==> src/rtl/cmp_search_pkg.sv <==
// Shared types and helpers for the successive-approximation search controller.
package cmp_search_pkg;

  localparam int CMP_N_DEFAULT = 32;

  typedef enum logic [1:0] {
    IDLE   = 2'd0,
    PROBE  = 2'd1,
    VERIFY = 2'd2,
    DONE   = 2'd3
  } cmp_state_e;

  // A trustworthy comparator raises exactly one of l/e/h.
  function automatic logic flags_onehot(input logic l, input logic e, input logic h);
    return (l ^ e ^ h) & ~(l & e & h);
  endfunction

endpackage

==> src/rtl/cmp_search_ctrl_if.sv <==
// Compare-bus bundle between the search controller (master) and comparator/host side (slave).
interface cmp_search_ctrl_if
  import cmp_search_pkg::*;
#(
  parameter int N = CMP_N_DEFAULT
) ();

  logic         start;
  logic         l;
  logic         e;
  logic         h;
  logic [N-1:0] trial;
  logic [N-1:0] result;
  logic         busy;
  logic         done;
  logic         found;
  logic         err;

  modport master (
    input  start, l, e, h,
    output trial, result, busy, done, found, err
  );

  modport slave (
    output start, l, e, h,
    input  trial, result, busy, done, found, err
  );

endinterface

==> src/rtl/cmp_search_ctrl_dp.sv <==
// Search datapath: bit index, working value, trial/result registers and status flags.
module cmp_search_ctrl_dp #(
  parameter int N = 32
) (
  input  logic         clk,
  input  logic         rst_n,
  input  logic         load_i,
  input  logic         step_i,
  input  logic         hit_i,
  input  logic         verify_i,
  input  logic         fault_i,
  input  logic         finish_i,
  input  logic         e_i,
  input  logic         h_i,
  output logic         last_o,
  output logic [N-1:0] trial_o,
  output logic [N-1:0] result_o,
  output logic         found_o,
  output logic         err_o,
  output logic         done_o
);

  localparam int IW = (N > 1) ? $clog2(N) : 1;
  localparam logic [IW-1:0] IDX_MSB = IW'(N - 1);

  logic [IW-1:0] idx_q, idx_d, idx_dec;
  logic [N-1:0]  trial_q, trial_d;
  logic [N-1:0]  work_q, work_d, work_upd;
  logic [N-1:0]  result_q, result_d;
  logic          found_q, found_d;
  logic          err_q, err_d;
  logic          done_q, done_d;

  assign idx_dec  = idx_q - IW'(1);
  // Bit k survives unless the trial overshot the target.
  assign work_upd = h_i ? work_q : (work_q | (N'(1) << idx_q));

  always_comb begin
    idx_d    = idx_q;
    trial_d  = trial_q;
    work_d   = work_q;
    result_d = result_q;
    found_d  = found_q;
    err_d    = err_q;
    done_d   = 1'b0;

    if (load_i) begin
      idx_d    = IDX_MSB;
      trial_d  = N'(1) << (N - 1);
      work_d   = '0;
      result_d = '0;
      found_d  = 1'b0;
      err_d    = 1'b0;
    end

    if (step_i) begin
      work_d = work_upd;
      if (hit_i || (idx_q == '0)) begin
        trial_d = work_upd;
      end else begin
        idx_d   = idx_dec;
        trial_d = work_upd | (N'(1) << idx_dec);
      end
    end

    if (hit_i) begin
      found_d = 1'b1;
    end

    if (verify_i) begin
      found_d = e_i;
    end

    if (fault_i) begin
      err_d   = 1'b1;
      found_d = 1'b0;
    end

    if (finish_i) begin
      done_d   = 1'b1;
      result_d = work_q;
    end
  end

  always_ff @(posedge clk or negedge rst_n) begin
    if (!rst_n) begin
      idx_q    <= '0;
      trial_q  <= '0;
      work_q   <= '0;
      result_q <= '0;
      found_q  <= 1'b0;
      err_q    <= 1'b0;
      done_q   <= 1'b0;
    end else begin
      idx_q    <= idx_d;
      trial_q  <= trial_d;
      work_q   <= work_d;
      result_q <= result_d;
      found_q  <= found_d;
      err_q    <= err_d;
      done_q   <= done_d;
    end
  end

  assign last_o   = (idx_q == '0);
  assign trial_o  = trial_q;
  assign result_o = result_q;
  assign found_o  = found_q;
  assign err_o    = err_q;
  assign done_o   = done_q;

endmodule

==> src/rtl/cmp_search_ctrl.sv <==
// Successive-approximation search controller driving a magnitude comparator, MSB first.
// Define CMP_SEARCH_EARLY_EXIT_EN to stop probing as soon as the comparator reports equality.
//
// state  | meaning
// IDLE   | waiting for start
// PROBE  | one bit of the working value decided per cycle
// VERIFY | final trial equals working value; e confirms the match
// DONE   | latch result, raise done next cycle
module cmp_search_ctrl
  import cmp_search_pkg::*;
#(
  parameter int N = CMP_N_DEFAULT
) (
  input logic               clk,
  input logic               rst_n,
  cmp_search_ctrl_if.master bus
);

`ifdef CMP_SEARCH_EARLY_EXIT_EN
  localparam bit EARLY_EXIT = 1'b1;
`else
  localparam bit EARLY_EXIT = 1'b0;
`endif

  cmp_state_e state_q, state_d;

  logic flags_ok;
  logic last;
  logic load, step, hit, verify, fault, finish;
  logic busy;

  assign flags_ok = flags_onehot(bus.l, bus.e, bus.h);

  always_ff @(posedge clk or negedge rst_n) begin
    if (!rst_n) begin
      state_q <= IDLE;
    end else begin
      state_q <= state_d;
    end
  end

  always_comb begin
    state_d = state_q;
    case (state_q)
      IDLE: begin
        if (bus.start) begin
          state_d = PROBE;
        end
      end
      PROBE: begin
        if (!flags_ok || (EARLY_EXIT && bus.e)) begin
          state_d = DONE;
        end else if (last) begin
          state_d = VERIFY;
        end
      end
      VERIFY:  state_d = DONE;
      DONE:    state_d = IDLE;
      default: state_d = IDLE;
    endcase
  end

  always_comb begin
    load   = 1'b0;
    step   = 1'b0;
    hit    = 1'b0;
    verify = 1'b0;
    fault  = 1'b0;
    finish = 1'b0;
    busy   = 1'b0;
    case (state_q)
      IDLE: load = bus.start;
      PROBE: begin
        busy = 1'b1;
        if (flags_ok) begin
          step = 1'b1;
          hit  = EARLY_EXIT && bus.e;
        end else begin
          fault = 1'b1;
        end
      end
      VERIFY: begin
        busy = 1'b1;
        if (flags_ok) begin
          verify = 1'b1;
        end else begin
          fault = 1'b1;
        end
      end
      DONE:    finish = 1'b1;
      default: ;
    endcase
  end

  cmp_search_ctrl_dp #(
    .N (N)
  ) u_dp (
    .clk      (clk),
    .rst_n    (rst_n),
    .load_i   (load),
    .step_i   (step),
    .hit_i    (hit),
    .verify_i (verify),
    .fault_i  (fault),
    .finish_i (finish),
    .e_i      (bus.e),
    .h_i      (bus.h),
    .last_o   (last),
    .trial_o  (bus.trial),
    .result_o (bus.result),
    .found_o  (bus.found),
    .err_o    (bus.err),
    .done_o   (bus.done)
  );

  assign bus.busy = busy;

endmodule

==> src/flat_wrapper.sv <==
// flat-port wrapper written by rule: the top's interface ports become plain ports
module cmp_search_ctrl_flat import cmp_search_pkg::*;
#(
  parameter int N = CMP_N_DEFAULT
)
  (clk, rst_n, bus_start, bus_l, bus_e, bus_h, bus_trial, bus_result, bus_busy, bus_done, bus_found, bus_err);
  cmp_search_ctrl_if #(.N(N)) bus_i ();
  input logic clk;
  input logic rst_n;
  input wire logic [$bits(bus_i.start)-1:0] bus_start;
  input wire logic [$bits(bus_i.l)-1:0] bus_l;
  input wire logic [$bits(bus_i.e)-1:0] bus_e;
  input wire logic [$bits(bus_i.h)-1:0] bus_h;
  output wire logic [$bits(bus_i.trial)-1:0] bus_trial;
  output wire logic [$bits(bus_i.result)-1:0] bus_result;
  output wire logic [$bits(bus_i.busy)-1:0] bus_busy;
  output wire logic [$bits(bus_i.done)-1:0] bus_done;
  output wire logic [$bits(bus_i.found)-1:0] bus_found;
  output wire logic [$bits(bus_i.err)-1:0] bus_err;
  assign bus_i.start = bus_start;
  assign bus_i.l = bus_l;
  assign bus_i.e = bus_e;
  assign bus_i.h = bus_h;
  assign bus_trial = bus_i.trial;
  assign bus_result = bus_i.result;
  assign bus_busy = bus_i.busy;
  assign bus_done = bus_i.done;
  assign bus_found = bus_i.found;
  assign bus_err = bus_i.err;
  cmp_search_ctrl #(.N(N)) u_core (.clk(clk), .rst_n(rst_n), .bus(bus_i));
endmodule
==> config.mk <==
export PLATFORM = sky130hd
export DESIGN_NAME = cmp_search_ctrl_flat
export DESIGN_NICKNAME = d
export VERILOG_FILES = /design/src/rtl/cmp_search_pkg.sv /design/src/rtl/cmp_search_ctrl_if.sv /design/src/rtl/cmp_search_ctrl_dp.sv /design/src/rtl/cmp_search_ctrl.sv /design/src/flat_wrapper.sv
export SDC_FILE = /design/constraint.sdc
export NUM_CORES = 1
export LEC_CHECK = 0
export ABC_AREA = 0
export BUFFER_PORTS_ARGS = -buffer_cell sky130_fd_sc_hd__buf_4
export CORE_ASPECT_RATIO = 0.7
export CORE_UTILIZATION = 30
export DETAILED_ROUTE_END_ITERATION = 6
export SYNTH_ARGS = -nofsm -noshare
export SYNTH_HDL_FRONTEND = slang
export SYNTH_SLANG_ARGS = --single-unit
==> constraint.sdc <==
create_clock -name clk -period 2.4 [get_ports clk]
set_clock_uncertainty 0.1 [all_clocks]
set_input_delay 0.6 -clock clk [delete_from_list [all_inputs] [get_ports clk]]
set_output_delay 0.6 -clock clk [all_outputs]
set_load 0.01 [all_outputs]
==> impl_metrics.env <==
export IMPL_switching_share=0.388
export IMPL_synth_top_area_share=0.525
export IMPL_core_rowCount=39
export IMPL_synth_seq_cells=106
export IMPL_seq_power_share=0.372
export IMPL_synth_seq_area_share=0.525
export IMPL_remaining_max_slew_budget_at_the_tightest_pin=0.334
export IMPL_total_clock_buffers_created_by_cts=9
export IMPL_post_route_cells_drive_above_1_share=0.217
export IMPL_cts_resized=0
export IMPL_max_clock_path_buffers=2
export IMPL_cts_hold_fix_buffers=0
export IMPL_synth_fa_ha_area_frac=0.0273
export IMPL_seqCellArea_um2=2650
export IMPL_grt_pass1_vias=4498
export IMPL_least_margin_pin_slew_ns=0.997
export IMPL_clockPowerShare=0.228
export IMPL_layout_cell_area_non_filler_um2=6330
export IMPL_final_worst_setup_slack_ns=0.151
export IMPL_synth_warnings=0
export IMPL_syn_num_nets=555
export IMPL_avgSynthCellArea_um2=9.38
export IMPL_max_cap_viol_count=0
export IMPL_cts_htree_levels=3
export IMPL_yosys_area_top_type="sky130_fd_sc_hd__dfrtp_1"
export IMPL_max_fclk_mhz=445
export IMPL_overflow=0
export IMPL_dpl_worst_slack_ns=-0.0804
export IMPL_drt_antenna_violating_nets=0
export IMPL_power_report_internal_total_mw=3.75
export IMPL_totalWireLength_mm=14.4
export IMPL_rr_worst_depth=6
export IMPL_period_share=0.937
export IMPL_p_switching_mw=2.38
export IMPL_root_buffer="sky130_fd_sc_hd__clkbuf_16"
export IMPL_yosys_cell_types_count=46
export IMPL_synth_area_top_cells="sky130_fd_sc_hd__dfrtp_1 (53%), sky130_fd_sc_hd__nand2_1 (5.4%), sky130_fd_sc_hd__a31oi_1 (4.6%)"
export IMPL_antenna_found_initial=1
export IMPL_synth_compound_gate_area_share=0.222
export IMPL_final_util=0.386
export IMPL_critical_path_slowest_cell="sky130_fd_sc_hd__nor3b_1"
export IMPL_grt_setup_unrepaired="no"
export IMPL_primary_flip_flop_cell_chosen_by_synthesis_mapping="sky130_fd_sc_hd__dfrtp_1"
export IMPL_dr_iter_0_viols=297
export IMPL_holdCritPathClass="in -> async"
export IMPL_power_density_nw_per_um2=968
export IMPL_endpoint_kind="flip-flop"
export IMPL_timing_critical_path_from_type="flip-flop"
export IMPL_clk_insertion_delay_late_ns=0.34
export IMPL_die_width_um=157
export IMPL_synth_simple_gate_area_frac=0.171
export IMPL_final_setup_viol_count=0
export IMPL_result_of_the_run="completed"
export IMPL_top_level_ports=74
export IMPL_num_antenna_cells=0
export IMPL_synth_xor_area_share=0
export IMPL_initial_core_util=0.308
export IMPL_floorplan_die_area_um2=17400
export IMPL_replace_congestion=0.892
export IMPL_critical_path_peak_fanout=4
export IMPL_ys_async_rst_share=1.00
export IMPL_cts_post_setup_buffers_inserted=0
export IMPL_grt_max_degree=41
export IMPL_clkTransAtPathRegs_ns=0.07
export IMPL_fillCellCount=1675
export IMPL_critPathKind="reg -> reg"
export IMPL_largest_family_of_logic_cells_by_synthesized_area="compound AO/OA/AOI/OAI gates"
export IMPL_path_cells="inv_1 > ha_1 > or3b_1 > mux2i_1 > nor3b_1 > a211o_1"
export IMPL_critPathRequiredTime_ns=2.58
export IMPL_placed_cell_area_um2=6060
export IMPL_p_comb_frac=0.401
export IMPL_worstPathArrival_ns=2.43
export IMPL_timing_critical_path_slowest_cell_delay_ns=0.52
export IMPL_hpwl_reported_at_the_end_of_detailed_placement_mm=10.5
export IMPL_clkSinkCount=106
export IMPL_synthCells=538
export IMPL_port_buffers=73
export IMPL_grt_pass1_wl_mm=23.9
export IMPL_wire_per_inst_um=17.1
export IMPL_vias=4455
export IMPL_p_leak_nw=3.02
export IMPL_area_growth_pct=25.4
export IMPL_placeableCoreArea_um2=16400
export IMPL_die_h_um=111
export IMPL_grt_total_usage=0.176
export IMPL_multi_input_area_um2=2200
export IMPL_period_minus_slack_ns=2.25
export IMPL_tritoncts="yes"
export IMPL_num_nets_final=631
export IMPL_final_max_slew_violation_count=0
export IMPL_max_vdd_ir_drop_v=0.000425
export IMPL_drcViolationCount=0
export IMPL_drt_vias_per_instance=5.28
export IMPL_timing_final_hold_violations=0
export IMPL_synth_enable_flop_cells=0
export IMPL_mappedNetlistArea_um2=5050
export IMPL_synthMuxAreaShare=0.0124
export IMPL_drt_pass_1_iters=5
## cell usage in the layout, fill, tap and decap left out, types with 3 or more instances in the layout
cell type,instances
sky130_fd_sc_hd__nor3b_1,9
sky130_fd_sc_hd__a21oi_1,41
sky130_fd_sc_hd__and3_1,12
sky130_fd_sc_hd__nand3_1,15
sky130_fd_sc_hd__a211o_1,12
sky130_fd_sc_hd__nor2_1,52
sky130_fd_sc_hd__inv_1,7
sky130_fd_sc_hd__dfrtp_1,106
sky130_fd_sc_hd__clkbuf_16,9
sky130_fd_sc_hd__a31oi_1,37
sky130_fd_sc_hd__mux2i_1,4
sky130_fd_sc_hd__nand2_1,72
sky130_fd_sc_hd__o2111ai_1,5
sky130_fd_sc_hd__nor2b_1,5
sky130_fd_sc_hd__o221ai_1,12
sky130_fd_sc_hd__o21a_1,3
sky130_fd_sc_hd__and3b_1,4
sky130_fd_sc_hd__o21ai_0,45
sky130_fd_sc_hd__nand2b_1,5
sky130_fd_sc_hd__buf_12,5
sky130_fd_sc_hd__nor3_1,4
sky130_fd_sc_hd__buf_4,106
sky130_fd_sc_hd__ha_1,10
## layer usage
metal	share of wire	vias up	global-route usage
met5	0	-	0
met4	0.011	0	0.0414
met3	0.068	17	0.0404
met2	0.45	167	0.265
met1	0.47	2195	0.254
li1	-	2076	-
## layout make-up
cell class | count | share of cell area
repair buffers | 111 | 0.142
clock inverters | 2 | 0.00198
multi-input cells | 379 | 0.348
inverters | 7 | 0.00415
well taps | 225 | 0.0445
flip-flops and latches | 106 | 0.419
clock buffers | 13 | 0.0411
## registers in the layout, indices dropped and copies added (netlist names)
register              flops
u_core.state_q            2
u_core.u_dp.done_o        1
u_core.u_dp.err_o         1
u_core.u_dp.found_o       1
u_core.u_dp.idx_q         5
u_core.u_dp.result_o     32
u_core.u_dp.trial_o      32
u_core.u_dp.work_q       32
## path summary, 6_finish.rpt
check | startpoint | to | slack, ns
min reg2reg | u_core.u_dp.err_o | u_core.u_dp.err_o | 0.41
min | rst_n | u_core.u_dp.result_o[24] | 0.13
max reg2reg | u_core.u_dp.idx_q[0] | u_core.u_dp.trial_o[29] | 0.15
min in group clk | bus_e | u_core.u_dp.found_o | 0.41
max | u_core.u_dp.idx_q[0] | u_core.u_dp.trial_o[29] | 0.15
max in group asynchronous | rst_n | u_core.u_dp.trial_o[3] | 1.45
## power groups by stage
stage	sequential (mW)	clock, mW	combinational [mW]
5_1_grt	2.31	1.50	2.71
3_3_place_gp	2.30	0	2.41
4_1_cts	2.28	1.43	2.45
6_report	2.28	1.39	2.46
3_5_place_dp	2.31	0	2.44
2_1_floorplan	2.33	0	1.37
## critical path: cells and delay by family, from the launching register on
family | cells | cell delay, ns
AO/OA/AOI/OAI | 1 | 0.22
adder cells (fa/ha/maj) | 1 | 0.18
buffers and inverters | 1 | 0.10
flip-flops | 1 | 0.38
multiplexers | 1 | 0.20
AND/OR/NAND/NOR | 2 | 1.00
## through the flow
step	setup TNS (ns)	instances	power [mW]	hold WS [ns]
2_1_floorplan	0	538	3.70	0.204
3_3_place_gp	-0.0393	828	4.70	0.393
3_5_place_dp	-1.82	828	4.74	0.398
4_1_cts	0	843	6.15	0.142
5_1_grt	0	843	6.51	0.167
6_report	0	843	6.13	0.128
## kinds of logic after synthesis
kind of cell	Yosys count
mux	6
simple gates	187
flops	106
buf+inv	53
compound gates	175
fa+ha+maj	11
## cells in the mapped netlist (3+ instances only)
cell and n:
sky130_fd_sc_hd__dfrtp_1 106, sky130_fd_sc_hd__o21ai_0 45, sky130_fd_sc_hd__clkbuf_1 31, sky130_fd_sc_hd__o21a_1 3, sky130_fd_sc_hd__o221ai_1 12, sky130_fd_sc_hd__nor2b_1 5, sky130_fd_sc_hd__o2111ai_1 5, sky130_fd_sc_hd__buf_2 8
sky130_fd_sc_hd__and3b_1 4, sky130_fd_sc_hd__nand2_1 73, sky130_fd_sc_hd__ha_1 11, sky130_fd_sc_hd__nand3_1 15, sky130_fd_sc_hd__a21oi_1 41, sky130_fd_sc_hd__a31oi_1 37, sky130_fd_sc_hd__buf_1 6, sky130_fd_sc_hd__inv_1 7
sky130_fd_sc_hd__mux2i_1 4, sky130_fd_sc_hd__nand2b_1 5, sky130_fd_sc_hd__nor3_1 4, sky130_fd_sc_hd__a211o_1 12, sky130_fd_sc_hd__and3_1 12, sky130_fd_sc_hd__nor2_1 52, sky130_fd_sc_hd__nor3b_1 9
Note: power is estimated with default switching activity, not from simulation.
